<file path="config.mk">
export PLATFORM = sky130hd
export DESIGN_NAME = event_window_filter_flat
export DESIGN_NICKNAME = d
export VERILOG_FILES = /design/src/rtl/event_window_filter_if.sv /design/src/rtl/event_window_filter.sv /design/src/flat_wrapper.sv
export SDC_FILE = /design/constraint.sdc
export NUM_CORES = 1
export LEC_CHECK = 0
export BUFFER_PORTS_ARGS = -buffer_cell sky130_fd_sc_hd__buf_4
export CORE_MARGIN = 2
export CORE_UTILIZATION = 35
export CTS_CLUSTER_DIAMETER = 80
export CTS_CLUSTER_SIZE = 16
export DETAILED_ROUTE_END_ITERATION = 12
export GPL_TIMING_DRIVEN = 0
export MAX_ROUTING_LAYER = met4
export PLACE_DENSITY = 0.54
export SLEW_MARGIN = 20
export SYNTH_ARGS = -nofsm -noshare
export SYNTH_HDL_FRONTEND = slang
export SYNTH_SLANG_ARGS = --single-unit
</file>
<file path="constraint.sdc">
create_clock -name clk -period 3.55 [get_ports clk]
set_input_delay 0.1775 -clock clk [delete_from_list [all_inputs] [get_ports clk]]
set_output_delay 0.1775 -clock clk [all_outputs]
set_load 0.1 [all_outputs]
</file>
<file path="src/rtl/event_window_filter_if.sv">
// Event-in / result-out stream bundle for the moving-window event filter.
// Both directions use valid/ready: a beat transfers on the rising edge where valid && ready.
interface event_window_filter_if #(
  parameter int COORD_W    = 2,
  parameter int TS_W       = 2,
  parameter int POL_W      = 2,
  parameter int LOG2_DEPTH = 2
);
  logic                          in_valid;
  logic                          in_ready;
  logic [COORD_W-1:0]            x;
  logic [COORD_W-1:0]            y;
  logic [POL_W-1:0]              p;
  logic [TS_W-1:0]               t;
  logic                          out_valid;
  logic                          out_ready;
  logic [COORD_W+LOG2_DEPTH-1:0] filtered_x;
  logic [COORD_W+LOG2_DEPTH-1:0] filtered_y;
  logic [TS_W-1:0]               filtered_t;

  modport master (
    output in_valid, x, y, p, t, out_ready,
    input  in_ready, out_valid, filtered_x, filtered_y, filtered_t
  );

  modport slave (
    input  in_valid, x, y, p, t, out_ready,
    output in_ready, out_valid, filtered_x, filtered_y, filtered_t
  );
endinterface

</file>
<file path="src/rtl/event_window_filter.sv">
// Moving-window denoiser: keeps the last DEPTH polarity-matched events and emits
// the windowed sum (or mean) of x/y with the newest timestamp once the window is full.
module event_window_filter #(
  parameter int               COORD_W    = 2,
  parameter int               TS_W       = 2,
  parameter int               POL_W      = 2,
  parameter int               LOG2_DEPTH = 2,
  parameter logic [POL_W-1:0] POL_MATCH  = 2'b11,
  parameter int               MEAN_MODE  = 0,
  parameter int               DROP_W     = 8
) (
  input  logic                  clk,
  input  logic                  reset_n,
  input  logic                  flush,
  event_window_filter_if.slave  bus,
  output logic [LOG2_DEPTH:0]   fill_count,
  output logic [DROP_W-1:0]     drop_count
);
  localparam int                  DEPTH = 1 << LOG2_DEPTH;
  localparam int                  SUM_W = COORD_W + LOG2_DEPTH;
  localparam logic [LOG2_DEPTH:0] FULL  = (LOG2_DEPTH + 1)'(DEPTH);

  logic [COORD_W-1:0]  win_x [DEPTH];
  logic [COORD_W-1:0]  win_y [DEPTH];
  logic [SUM_W-1:0]    sum_x;
  logic [SUM_W-1:0]    sum_y;
  logic [SUM_W-1:0]    next_sum_x;
  logic [SUM_W-1:0]    next_sum_y;
  logic [SUM_W-1:0]    res_x;
  logic [SUM_W-1:0]    res_y;
  logic [LOG2_DEPTH:0] next_fill;
  logic                accept;
  logic                match;
  logic                load;
  logic                unload;

  // Ready only looks at flush and the output register, never at in_valid.
  assign bus.in_ready = !flush && (!bus.out_valid || bus.out_ready);

  assign accept = bus.in_valid && bus.in_ready;
  assign match  = (bus.p == POL_MATCH);
  assign unload = bus.out_valid && bus.out_ready;

  always_comb begin
    // Empty slots hold zero, so subtracting slot0 during warm-up is harmless.
    next_sum_x = sum_x + SUM_W'(bus.x) - SUM_W'(win_x[0]);
    next_sum_y = sum_y + SUM_W'(bus.y) - SUM_W'(win_y[0]);
    next_fill  = (fill_count == FULL) ? fill_count : fill_count + (LOG2_DEPTH + 1)'(1);
    res_x      = (MEAN_MODE != 0) ? (next_sum_x >> LOG2_DEPTH) : next_sum_x;
    res_y      = (MEAN_MODE != 0) ? (next_sum_y >> LOG2_DEPTH) : next_sum_y;
    load       = accept && match && (next_fill == FULL);
  end

  always_ff @(posedge clk or negedge reset_n) begin
    if (!reset_n) begin
      for (int i = 0; i < DEPTH; i++) begin
        win_x[i] <= '0;
        win_y[i] <= '0;
      end
      sum_x          <= '0;
      sum_y          <= '0;
      fill_count     <= '0;
      drop_count     <= '0;
      bus.out_valid  <= 1'b0;
      bus.filtered_x <= '0;
      bus.filtered_y <= '0;
      bus.filtered_t <= '0;
    end else if (flush) begin
      for (int i = 0; i < DEPTH; i++) begin
        win_x[i] <= '0;
        win_y[i] <= '0;
      end
      sum_x          <= '0;
      sum_y          <= '0;
      fill_count     <= '0;
      bus.out_valid  <= 1'b0;
      bus.filtered_x <= '0;
      bus.filtered_y <= '0;
      bus.filtered_t <= '0;
    end else begin
      if (accept && match) begin
        for (int i = 0; i < DEPTH - 1; i++) begin
          win_x[i] <= win_x[i+1];
          win_y[i] <= win_y[i+1];
        end
        win_x[DEPTH-1] <= bus.x;
        win_y[DEPTH-1] <= bus.y;
        sum_x          <= next_sum_x;
        sum_y          <= next_sum_y;
        fill_count     <= next_fill;
      end
      if (accept && !match && (drop_count != '1)) begin
        drop_count <= drop_count + DROP_W'(1);
      end
      // A fresh result takes priority over retiring the current one (back-to-back).
      if (load) begin
        bus.out_valid  <= 1'b1;
        bus.filtered_x <= res_x;
        bus.filtered_y <= res_y;
        bus.filtered_t <= bus.t;
      end else if (unload) begin
        bus.out_valid  <= 1'b0;
        bus.filtered_x <= '0;
        bus.filtered_y <= '0;
        bus.filtered_t <= '0;
      end
    end
  end
endmodule

</file>
<file path="src/flat_wrapper.sv">
// flat-port wrapper written by rule: the top's interface ports become plain ports
module event_window_filter_flat 
#(
  parameter int               COORD_W    = 2,
  parameter int               TS_W       = 2,
  parameter int               POL_W      = 2,
  parameter int               LOG2_DEPTH = 2,
  parameter logic [POL_W-1:0] POL_MATCH  = 2'b11,
  parameter int               MEAN_MODE  = 0,
  parameter int               DROP_W     = 8
)
  (clk, reset_n, flush, fill_count, drop_count, bus_in_valid, bus_x, bus_y, bus_p, bus_t, bus_out_ready, bus_in_ready, bus_out_valid, bus_filtered_x, bus_filtered_y, bus_filtered_t);
  event_window_filter_if #(.COORD_W(COORD_W), .TS_W(TS_W), .POL_W(POL_W), .LOG2_DEPTH(LOG2_DEPTH)) bus_i ();
  input  logic clk;
  input  logic reset_n;
  input  logic flush;
  output logic [LOG2_DEPTH:0] fill_count;
  output logic [DROP_W-1:0] drop_count;
  input wire logic [$bits(bus_i.in_valid)-1:0] bus_in_valid;
  input wire logic [$bits(bus_i.x)-1:0] bus_x;
  input wire logic [$bits(bus_i.y)-1:0] bus_y;
  input wire logic [$bits(bus_i.p)-1:0] bus_p;
  input wire logic [$bits(bus_i.t)-1:0] bus_t;
  input wire logic [$bits(bus_i.out_ready)-1:0] bus_out_ready;
  output wire logic [$bits(bus_i.in_ready)-1:0] bus_in_ready;
  output wire logic [$bits(bus_i.out_valid)-1:0] bus_out_valid;
  output wire logic [$bits(bus_i.filtered_x)-1:0] bus_filtered_x;
  output wire logic [$bits(bus_i.filtered_y)-1:0] bus_filtered_y;
  output wire logic [$bits(bus_i.filtered_t)-1:0] bus_filtered_t;
  assign bus_i.in_valid = bus_in_valid;
  assign bus_i.x = bus_x;
  assign bus_i.y = bus_y;
  assign bus_i.p = bus_p;
  assign bus_i.t = bus_t;
  assign bus_i.out_ready = bus_out_ready;
  assign bus_in_ready = bus_i.in_ready;
  assign bus_out_valid = bus_i.out_valid;
  assign bus_filtered_x = bus_i.filtered_x;
  assign bus_filtered_y = bus_i.filtered_y;
  assign bus_filtered_t = bus_i.filtered_t;
  event_window_filter #(.COORD_W(COORD_W), .TS_W(TS_W), .POL_W(POL_W), .LOG2_DEPTH(LOG2_DEPTH), .POL_MATCH(POL_MATCH), .MEAN_MODE(MEAN_MODE), .DROP_W(DROP_W)) u_core (.clk(clk), .reset_n(reset_n), .flush(flush), .bus(bus_i), .fill_count(fill_count), .drop_count(drop_count));
endmodule
</file>
==> metrics.md <==
| Metric | Value |
|---|---|
| Worst slew margin | 41.4% |
| First-pass GRT wire length | 8230 um |
| Leakage | 0.00148 uW |
| Clk pwr share | 21.9% |
| Outcome | finished clean |
| Placed cells | 357 |
| Clock transition at path regs | 0.08 ns |
| Leading post-synthesis cells by cell area | dfrtp_1 48%, nand2_1 7.1%, ha_1 5.8% |
| Ys Warns | 0 |
| Initial antenna violation count | 0 |
| Critical Path Fanout Max | 2 |
| P_sw | 579 uW |
| Synthesized area per cell | 9.87 um^2 |
| Clk_skew | 0.00375 ns |
| Flop pwr share | 43.8% |
| DIE AREA | 0.00750 mm^2 |
| Initial core utilization | 35.7% |
| Diodes inserted | 0 |
| RSZ-0062 raised after global routing | false |
| HP Start | bus_y[0] |
| CTS max path bufs | 2 |
| WS Path Type | reg -> reg |
| Worst Setup SP | u_core.sum_y[1] |
| Min-Delay Path Class | in -> reg |
| Max Cap Violations | 0 |
| Core Box Area | 0.00668 mm^2 |
| Final net count | 313 |
| Routed Antenna Nets | 0 |
| Mapped cell area | 0.00239 mm^2 |
| Post-layout min period | 1.99 ns |
| GR Overflow Total | 0 |
| Final Max Tran Viols | 0 |
| Seq cells post-synth | 46 |
| Cts bufs inserted | 5 |
| Vias in the first global route | 1613 |
| Core Util, Final | 42.5% |
| Synth Net Count | 270 |
| CP Cell Sequence | inv_1 -> fa_1 -> inv_1 -> fa_1 -> xor2_1 -> nor2_1 -> a211oi_1 |
| Largest area contributor in the netlist | dfrtp_1 |
| Critical Path Max Stage Delay | 0.50 ns |
| Cell count after synthesis | 242 |
| Switching Fraction | 41.5% |
| Post-CTS setup buffers | 0 |
| Largest net degree at the start of global routing | 47 |
| Top-Level Pins | 36 |
| Total Wirelength | 5000 um |
| Fin. Hold Viols | 0 |
| Least-Margin Pin Slew | 0.879 ns |
| Detailed-router iteration count before antenna repair | 4 |
| Placed Instance Area | 0.00275 mm^2 |
| H-Tree Depth | 2 |
| Yosys cell types | 34 |
| Crit path max-delay cell type | fa_1 |
| DRT iter0 DRCs | 92 |
| CTS tree | built |
| Routed length per instance | 13.7 um |
| Hpwl dp | 3540 um |
| CP endpoint kind | flip-flop |
| PD cells | 492 mW/mm^2 |
| Worst R2R Start | u_core.sum_y[1] |
| Buf/Inv on CP | 2 |
| Vias | 1771 |
| Design area | 0.00284 mm^2 |
| Worst setup SP type | flip-flop |
| Die X | 86.6 um |
| Row count | 30 |
| Post-Layout Cell Count | 365 |
| IO Port Bufs | 35 |
| DRC violations left | 0 |
| Combinational Power Share | 34.3% |
| Die height | 86.6 um |
| Vias per inst | 4.85 |
| Period utilisation layout | 56.0% |
| Setup tns final | 0 ns |
| Layout cells sized above 1 | 17.2% |
| Peak supply drop | 202 uV |
| Arrival time worst endpoint | 2.19 ns |
| Clock Sinks | 46 |
| Int Power | 816 uW |
| Area growth from synthesis to layout | 18.8% |
| Total Routing Usage GR | 14.6% |
| Worst-skew pair later-pin latency | 0.30 ns |
| Register area share after synthesis | 48.2% |
| Final Setup Violations | 0 |
| Clk Tree Root Cell | clkbuf_8 |
| WP data required | 3.75 ns |
| CP delay by family, top | adder cells |
| Peak Freq | 503 MHz |
| Gpl congestion | 0.765 |
| Post-synth top area share | 48.2% |
| Filler cell count | 684 |
synth_stat cells (all sizes together):
| library cell | count |
|---|---|
| fa | 4 |
| a211oi | 4 |
| xor2 | 7 |
| nor3 | 3 |
| buf | 4 |
| ha | 11 |
| nand3 | 3 |
| mux2 | 2 |
| nand4 | 4 |
| a21oi | 7 |
| inv | 29 |
| o31ai | 1 |
| nand2 | 45 |
| a21o | 2 |
| o21ai | 10 |
| nor3b | 3 |
| xnor2 | 3 |
| dfrtp | 46 |
| nor2 | 9 |
| clkbuf | 5 |
| nand2b | 3 |
| nor2b | 2 |
| and3 | 1 |
| or3 | 4 |
| a211o | 1 |
| a2111o | 1 |
| mux2i | 11 |
| nor4 | 1 |
| nand3b | 16 |
flip-flops by register name (all words and copies together), names as in the netlist:
signal / flops
u_core.drop_count: 8
u_core.win_x: 8
u_core.win_y: 8
u_core.bus.filtered_x: 4
u_core.bus.filtered_y: 4
u_core.sum_x: 4
u_core.sum_y: 4
u_core.fill_count: 3
u_core.bus.filtered_t: 2
u_core.bus.out_valid: 1
what timing repair did:
| item | 4_1_cts | 5_1_grt |
|---|---|---|
| gates resized for setup | 0 | 0 |
| hold endpoints to repair | 46 | 0 |
| hold buffers | 1 | 0 |
worst reg2reg max path: cells and delay by family, from the launching register on:
family                   cells  cell delay [ns]
AO/OA/AOI/OAI                1             0.25
adder cells (fa/ha/maj)      2             0.93
buffers and inverters        2             0.13
AND/OR/NAND/NOR              1             0.06
flip-flops                   1             0.33
XOR/XNOR                     1             0.20
per-stage QoR:
step           hold slack (ns)  setup WS [ns]  power, uW
2_1_floorplan           -0.118           1.07        981
3_3_place_gp             0.235           1.60       1100
3_5_place_dp             0.238           1.55       1100
4_1_cts                 0.0862           1.54       1410
5_1_grt                 0.0923           1.40       1470
6_report                0.0916           1.56       1390
worst paths after layout:
path / cells past startpoint / to / slack, ns
min reg2reg: 2 / u_core.win_x[4] / 0.47
max in group asynchronous: 2 / u_core.fill_count[0] / 2.72
min: 3 / u_core.win_y[0] / 0.09
min in group asynchronous: 2 / u_core.drop_count[6] / 0.43
max reg2reg: 7 / u_core.sum_y[2] / 1.56
max: 7 / u_core.sum_y[2] / 1.56
power groups by stage:
stage               Sequential [uW]  Clock [uW]  Combinational, uW
floorplan                       861           0                119
global placement                621           0                478
detailed placement              622           0                481
CTS                             612         316                483
global route                    621         338                510
finish                          611         306                479
cell type report:
type                            count  area [um^2]  area share [%]
Timing Repair Buffer               36          273            9.61
Inverter                           29          109            3.84
Clock buffer                        7         76.3            2.69
Multi-Input combinational cell    158         1080            38.2
Buffer                              9         45.0            1.59
Sequential cell                    46         1150            40.6
Tap cell                           80          100            3.53
placed cells by master, fill, tap and decap left out, drive strengths merged, types with 9 or more instances in the layout:
cell type	Yosys	final
buf	4	39
clkbuf	5	12
dfrtp	46	46
ha	11	11
inv	29	29
mux2i	11	11
nand2	45	45
nand3b	16	16
nor2	9	9
o21ai	10	10
cell families (layout without fill, tap and decap cells):
family          Yosys count  count (layout)  synth area share, %
mux                      13              13                 5.55
fa+ha+maj                15              15                 9.11
xor+xnor                 10              10                 3.67
compound gates           26              26                 6.60
flops                    46              46                 48.2
simple gates             94              94                 20.4
buf+inv                  38              81                 6.44
layer usage:
metal / part of all wire (%) / track usage, % / up-vias / routed length, um
met3: 3.3 / 2.86 / 5 / 166
met1: 51 / 21.2 / 848 / 2560
li1: - / - / 878 / -
met5: 0 / - / - / 0
met2: 44 / 20.3 / 40 / 2220
met4: 0.88 / 4.83 / 0 / 44
Power figures use the tool's default switching activity.
